`config.mk`:
```
export PLATFORM = sky130hd
export DESIGN_NAME = ks_adder_arbiter_flat
export DESIGN_NICKNAME = d
export VERILOG_FILES = /design/src/rtl/ks_adder_arbiter_if.sv /design/src/rtl/ks_adder_arbiter.sv /design/src/flat_wrapper.sv
export SDC_FILE = /design/constraint.sdc
export NUM_CORES = 1
export LEC_CHECK = 0
export ABC_AREA = 1
export BUFFER_PORTS_ARGS = -buffer_cell sky130_fd_sc_hd__buf_2
export CAP_MARGIN = 10
export CELL_PAD_IN_SITES_DETAIL_PLACEMENT = 2
export CELL_PAD_IN_SITES_GLOBAL_PLACEMENT = 2
export CORE_UTILIZATION = 27
export CTS_CLUSTER_SIZE = 30
export DETAILED_ROUTE_END_ITERATION = 10
export HOLD_SLACK_MARGIN = 0.08
export PLACE_DENSITY = 0.95
export SLEW_MARGIN = 10
export SYNTH_ARGS = -nofsm -noshare
export SYNTH_HDL_FRONTEND = slang
export SYNTH_HIERARCHICAL = 1
export SYNTH_SLANG_ARGS = --single-unit
```
`constraint.sdc`:
```
create_clock -name clk -period 5.9 [get_ports clk]
set_input_delay 1.18 -clock clk [delete_from_list [all_inputs] [get_ports clk]]
set_output_delay 1.18 -clock clk [all_outputs]
set_load 0.02 [all_outputs]
```
`src/rtl/ks_adder_arbiter_if.sv`:
```
// Requester/response bundle for ks_adder_arbiter: packed per-requester
// operands and grants, plus the shared tagged result port.
interface ks_adder_arbiter_if #(
  parameter int NREQ = 4,
  parameter int IDW  = 2
);
  logic [NREQ-1:0]    req_valid;
  logic [NREQ-1:0]    req_lock;
  logic [NREQ*64-1:0] req_a;
  logic [NREQ*64-1:0] req_b;
  logic [NREQ-1:0]    req_cin;
  logic [NREQ-1:0]    req_ready;
  logic               rsp_valid;
  logic [IDW-1:0]     rsp_id;
  logic [63:0]        rsp_sum;
  logic               rsp_cout;
  logic               busy;

  modport master (
    output req_valid, req_lock, req_a, req_b, req_cin,
    input  req_ready, rsp_valid, rsp_id, rsp_sum, rsp_cout, busy
  );

  modport slave (
    input  req_valid, req_lock, req_a, req_b, req_cin,
    output req_ready, rsp_valid, rsp_id, rsp_sum, rsp_cout, busy
  );
endinterface

```
`src/rtl/ks_adder_arbiter.sv`:
```
// Round-robin (with optional burst lock) arbiter sharing one 64-bit
// Kogge-Stone adder; fixed 2-cycle latency, results tagged with requester id.
module ks_adder_64 (
  input  logic [63:0] a,
  input  logic [63:0] b,
  input  logic        cin,
  output logic [63:0] sum,
  output logic        cout
);
  logic [63:0] gk, pk, gn, pn;

  // Six prefix levels (span 1,2,4,...,32); gk/pk end as group G/P over [i:0].
  always_comb begin
    gk = a & b;
    pk = a ^ b;
    gn = '0;
    pn = '0;
    for (int unsigned l = 0; l < 6; l++) begin
      gn = gk;
      pn = pk;
      for (int unsigned i = 0; i < 64; i++) begin
        if (i >= (32'd1 << l)) begin
          gn[i] = gk[i] | (pk[i] & gk[i - (32'd1 << l)]);
          pn[i] = pk[i] & pk[i - (32'd1 << l)];
        end
      end
      gk = gn;
      pk = pn;
    end
    sum  = (a ^ b) ^ {gk[62:0] | (pk[62:0] & {63{cin}}), cin};
    cout = gk[63] | (pk[63] & cin);
  end
endmodule

module ks_adder_arbiter #(
  parameter int NREQ = 4,
  parameter int IDW  = 2
) (
  input  logic             clk,
  input  logic             rst_n,
  ks_adder_arbiter_if.slave bus
);
  localparam int unsigned N = NREQ;

  logic [IDW-1:0]  ptr;
  logic            lock_vld;
  logic [IDW-1:0]  lock_idx;

  logic            s1_valid;
  logic [63:0]     s1_a, s1_b;
  logic            s1_cin;
  logic [IDW-1:0]  s1_id;

  logic            s2_valid;
  logic [63:0]     s2_sum;
  logic            s2_cout;
  logic [IDW-1:0]  s2_id;

  logic [NREQ-1:0] grant;
  logic            found, lock_hit, hs, lock_next;
  logic [IDW-1:0]  gid, ptr_next;
  logic [63:0]     sel_a, sel_b;
  logic            sel_cin;
  logic [63:0]     add_sum;
  logic            add_cout;
  int unsigned     ptr_u, own_u;

  always_comb begin
    grant    = '0;
    found    = 1'b0;
    lock_hit = 1'b0;
    ptr_u    = 32'(ptr);
    own_u    = 32'(lock_idx);
    for (int unsigned i = 0; i < N; i++) begin
      if (lock_vld && i == own_u && bus.req_valid[i]) lock_hit = 1'b1;
    end
    if (lock_hit) begin
      for (int unsigned i = 0; i < N; i++) begin
        if (i == own_u) grant[i] = 1'b1;
      end
    end else begin
      // Scan ptr, ptr+1, ... modulo N; first valid requester wins.
      for (int unsigned k = 0; k < N; k++) begin
        for (int unsigned i = 0; i < N; i++) begin
          if (!found && i == (ptr_u + k) % N && bus.req_valid[i]) begin
            grant[i] = 1'b1;
            found    = 1'b1;
          end
        end
      end
    end
    if (!rst_n) grant = '0;
  end

  always_comb begin
    gid       = '0;
    sel_a     = '0;
    sel_b     = '0;
    sel_cin   = 1'b0;
    lock_next = 1'b0;
    for (int unsigned i = 0; i < N; i++) begin
      if (grant[i]) begin
        gid       = IDW'(i);
        sel_a     = bus.req_a[i*64 +: 64];
        sel_b     = bus.req_b[i*64 +: 64];
        sel_cin   = bus.req_cin[i];
        lock_next = bus.req_lock[i];
      end
    end
    hs       = |grant;
    ptr_next = IDW'((32'(gid) + 32'd1) % N);
  end

  ks_adder_64 u_add (
    .a    (s1_a),
    .b    (s1_b),
    .cin  (s1_cin),
    .sum  (add_sum),
    .cout (add_cout)
  );

  // A cycle without a handshake always clears the lock: either no lock was
  // held or its owner has just dropped req_valid.
  always_ff @(posedge clk) begin
    if (!rst_n) begin
      ptr      <= '0;
      lock_vld <= 1'b0;
      lock_idx <= '0;
      s1_valid <= 1'b0;
      s1_a     <= '0;
      s1_b     <= '0;
      s1_cin   <= 1'b0;
      s1_id    <= '0;
      s2_valid <= 1'b0;
      s2_sum   <= '0;
      s2_cout  <= 1'b0;
      s2_id    <= '0;
    end else begin
      s1_valid <= hs;
      lock_vld <= hs & lock_next;
      if (hs) begin
        s1_a     <= sel_a;
        s1_b     <= sel_b;
        s1_cin   <= sel_cin;
        s1_id    <= gid;
        ptr      <= ptr_next;
        lock_idx <= gid;
      end
      s2_valid <= s1_valid;
      s2_sum   <= add_sum;
      s2_cout  <= add_cout;
      s2_id    <= s1_id;
    end
  end

  assign bus.req_ready = grant;
  assign bus.rsp_valid = s2_valid;
  assign bus.rsp_id    = s2_id;
  assign bus.rsp_sum   = s2_sum;
  assign bus.rsp_cout  = s2_cout;
  assign bus.busy      = s1_valid | s2_valid;
endmodule

```
`src/flat_wrapper.sv`:
```
// flat-port wrapper written by rule: the top's interface ports become plain ports
module ks_adder_arbiter_flat 
#(
  parameter int NREQ = 4,
  parameter int IDW  = 2
)
  (clk, rst_n, bus_req_valid, bus_req_lock, bus_req_a, bus_req_b, bus_req_cin, bus_req_ready, bus_rsp_valid, bus_rsp_id, bus_rsp_sum, bus_rsp_cout, bus_busy);
  ks_adder_arbiter_if #(.NREQ(NREQ), .IDW(IDW)) bus_i ();
  input  logic clk;
  input  logic rst_n;
  input wire logic [$bits(bus_i.req_valid)-1:0] bus_req_valid;
  input wire logic [$bits(bus_i.req_lock)-1:0] bus_req_lock;
  input wire logic [$bits(bus_i.req_a)-1:0] bus_req_a;
  input wire logic [$bits(bus_i.req_b)-1:0] bus_req_b;
  input wire logic [$bits(bus_i.req_cin)-1:0] bus_req_cin;
  output wire logic [$bits(bus_i.req_ready)-1:0] bus_req_ready;
  output wire logic [$bits(bus_i.rsp_valid)-1:0] bus_rsp_valid;
  output wire logic [$bits(bus_i.rsp_id)-1:0] bus_rsp_id;
  output wire logic [$bits(bus_i.rsp_sum)-1:0] bus_rsp_sum;
  output wire logic [$bits(bus_i.rsp_cout)-1:0] bus_rsp_cout;
  output wire logic [$bits(bus_i.busy)-1:0] bus_busy;
  assign bus_i.req_valid = bus_req_valid;
  assign bus_i.req_lock = bus_req_lock;
  assign bus_i.req_a = bus_req_a;
  assign bus_i.req_b = bus_req_b;
  assign bus_i.req_cin = bus_req_cin;
  assign bus_req_ready = bus_i.req_ready;
  assign bus_rsp_valid = bus_i.rsp_valid;
  assign bus_rsp_id = bus_i.rsp_id;
  assign bus_rsp_sum = bus_i.rsp_sum;
  assign bus_rsp_cout = bus_i.rsp_cout;
  assign bus_busy = bus_i.busy;
  ks_adder_arbiter #(.NREQ(NREQ), .IDW(IDW)) u_core (.clk(clk), .rst_n(rst_n), .bus(bus_i));
endmodule
```
==> impl_metrics.toml <==
[timing]
setup_viol = 0
fin_setup_tns_ns = 0
slew_violations = 0
hold_violations = 0
period_share_pct = 78.5
period_needed_ns = 4.63
max_freq_ghz = 0.216
fin_skew_ns = 0.0171
relSlewSlack_pct = 30.9
tightest_slew_ns = 1.04
worst_slack_ns = 1.27
rsz0062_at_grt = "no"

[die]
start_util_pct = 27.4
die_area_um2 = 63900
core_um2 = 61900
die_w_um = 253
num_io_pins = 599
die_y_um = 253
rows = 91

[logic_synthesis]
ys_warn_count = 6
syn_area_per_cell_um2 = 5.65
synth_xor_area_share_pct = 1.65
syn_area_um2 = 17000
synth-edff-count = 0
synthAdderAreaFrac_pct = 4.83
yosysSeqAreaShare_pct = 23.9
synth_cells = 3004
synth_seq_cells = 203
synthArstFlopShare_pct = 0
synth_mux_area_share_pct = 0
syn_nets = 3595
synth_top_family_by_area = "simple AND/OR/NAND/NOR gates"
synth_cell_type_count = 36
synth_flop_cell = "dfxtp_1"
synth-simple-area-share_pct = 46.8
synth_compound_area_share_pct = 7.21

[pwr]
p_leak_uw = 0.0122
p_comb_share_pct = 65.2
p_clk_share_pct = 14.4
p_int_uw = 5310
swShare_pct = 57.2
fin_total_pwr_uw = 12400
power.switching_uw = 7110
ir_drop_mv = 0.348
pwr-share-seq_pct = 20.4
power.density_nw_per_um2 = 579

[clocking]
htree_levels = 1
postCtsHoldBufs = 0
cts_tree = "built"
post_cts_resized = 0
cts_sinks = 203
clk_path_buf_depth = 3
cts_root_buffer = "clkbuf_16"
clk_pin_slew_ns = 0.06
post-cts-setup-buffers = 0
cts_buffers = 26
insertion_delay_ns = 0.57

[drt]
drtIter0Drc = 1664
antenna_left = 0
wl_per_cell_um = 22.5
routed_wl_um = 98200
vias_per_cell = 5.13
firstDrtPassIters = 5
vias = 22400
drc = 0

[global_routing]
grt_use_met3_pct = 4.15
grtUsageMet1_pct = 37.7
grt_start_max_net_pins = 104
overflow = 0
grt_use_total_pct = 29.5
grt_pass1_wl_um = 145000
grt-busiest-layer = "met2"
grt.met2_usage_pct = 50.4
antenna_found_initial = 20
first_global_vias = 24000

[finish]
drive_gt1_share_pct = 20.3
nNetsFinal = 4091
stdcell_area_um2 = 21400
area_growth_pct = 26.3
final_common_cell = "nand2_1"
mostFrequentLayoutCells = "765 x nand2_1, 598 x buf_2, 491 x inv_1"

[critical_path]
cp_max_fo = 48
required_ns = 4.72
end_kind = "output pin"
arrival_ns = 3.45
slowest_stage = "nand2_1"
critPathLaunchType = "input pin"
critPathMaxStageDelay_ns = 0.37
worstSetupPathType = "input pin to output pin"
crit_chain = "buf_2 -> nand3_1 -> nand2_1 -> nor2_4 -> nand4_1 -> nor2_2 -> nand4_2 -> nor2_4 -> nand4_1 -> nand2_1 -> nand2_8 -> inv_1 -> buf_2"

[flow_run]
drv_cap = 0

[place]
place_area_um2 = 20500
place.gp.congestion = 0.936
dpl.hpwl_um = 79600
pre_cts_ws_ns = 1.29
port_buffers = 598

[min_path]
hold_class = "flip-flop to flip-flop"

[status]
status = "finished, final reports clean"
==> metal layers <==
layer  vias up  part of all wire, %
met4         6                  3.6
met1     10900                   43
met3       204                  5.5
li1      10500                    -
met2       771                   48
met5         -                0.045
==> power groups by stage <==
stage / combinational (µW) / sequential, µW / clock (µW)
after global placement: 7510 / 2500 / 0
final: 8100 / 2540 / 1790
after global routing: 8750 / 2570 / 1890
after floorplan: 4880 / 2500 / 0
after detailed placement: 7880 / 2530 / 0
after CTS: 7980 / 2510 / 1820
==> sequential cells by signal, indices dropped and copies added, names as in the netlist <==
signal	count
u_core/bus.rsp_cout	1
u_core/bus.rsp_id	2
u_core/bus.rsp_sum	64
u_core/bus.rsp_valid	1
u_core/lock_vld	1
u_core/ptr	2
u_core/s1_a	64
u_core/s1_b	64
u_core/s1_cin	1
u_core/s1_id	2
u_core/s1_valid	1
==> worst paths after layout <==
check                                       from                    to  slack [ns]  cells past startpoint
worst min register to register   u_core/s1_valid  u_core/bus.rsp_valid        0.44                      2
worst min-delay path             u_core/s1_valid  u_core/bus.rsp_valid        0.44                      2
worst max register to register     u_core/ptr[0]       u_core/s1_b[21]        1.98                     16
worst max-delay path            bus_req_valid[2]      bus_req_ready[3]        1.27                     13
==> logic make-up after synthesis <==
| kind of cell | count (synthesis) |
|---|---|
| flops | 203 |
| simple gates | 1821 |
| compound gates | 237 |
| fa+ha+maj | 65 |
| xor+xnor | 32 |
| buf+inv | 646 |
==> worst max-delay path: cells and delay by family <==
kind | cells | cell delay, ns
and+or+nand+nor | 10 | 1.67
buffers and inverters | 3 | 0.55
==> through the flow <==
step	util, %	instances	hold WS, ns
after detailed placement	33.0	4309	0.433
after global routing	34.6	4370	0.481
after CTS	34.6	4356	0.446
after floorplan	-	3004	0.405
after global placement	33.0	4309	0.427
final	34.6	4370	0.444
==> cell type report <==
| type | instances | area, µm² |
|---|---|---|
| Antenna cell | 14 | 35.0 |
| Inverter | 499 | 1880 |
| Multi-Input combinational cell | 2155 | 10300 |
| Tap cell | 837 | 1050 |
| Clock buffer | 37 | 793 |
| Clock inverter | 10 | 160 |
| Fill cell | 8009 | 40500 |
| Sequential cell | 203 | 4060 |
| Timing Repair Buffer | 615 | 3160 |
==> Yosys cell counts (13+ instances only) <==
cell type	count	area, µm²
buf_1	15	56.3
inv_1	494	1850
dfxtp_1	203	4060
ha_1	64	801
buf_2	55	275
a21oi_1	193	966
clkbuf_1	56	210
o21ai_0	29	145
xor2_1	31	272
nand3_1	467	2340
nor3_1	13	65.1
nand2_2	24	150
nand4_1	128	801
nand2_1	765	2870
buf_6	18	203
nor2_1	394	1480
Note: power is estimated with default switching activity, not from simulation.
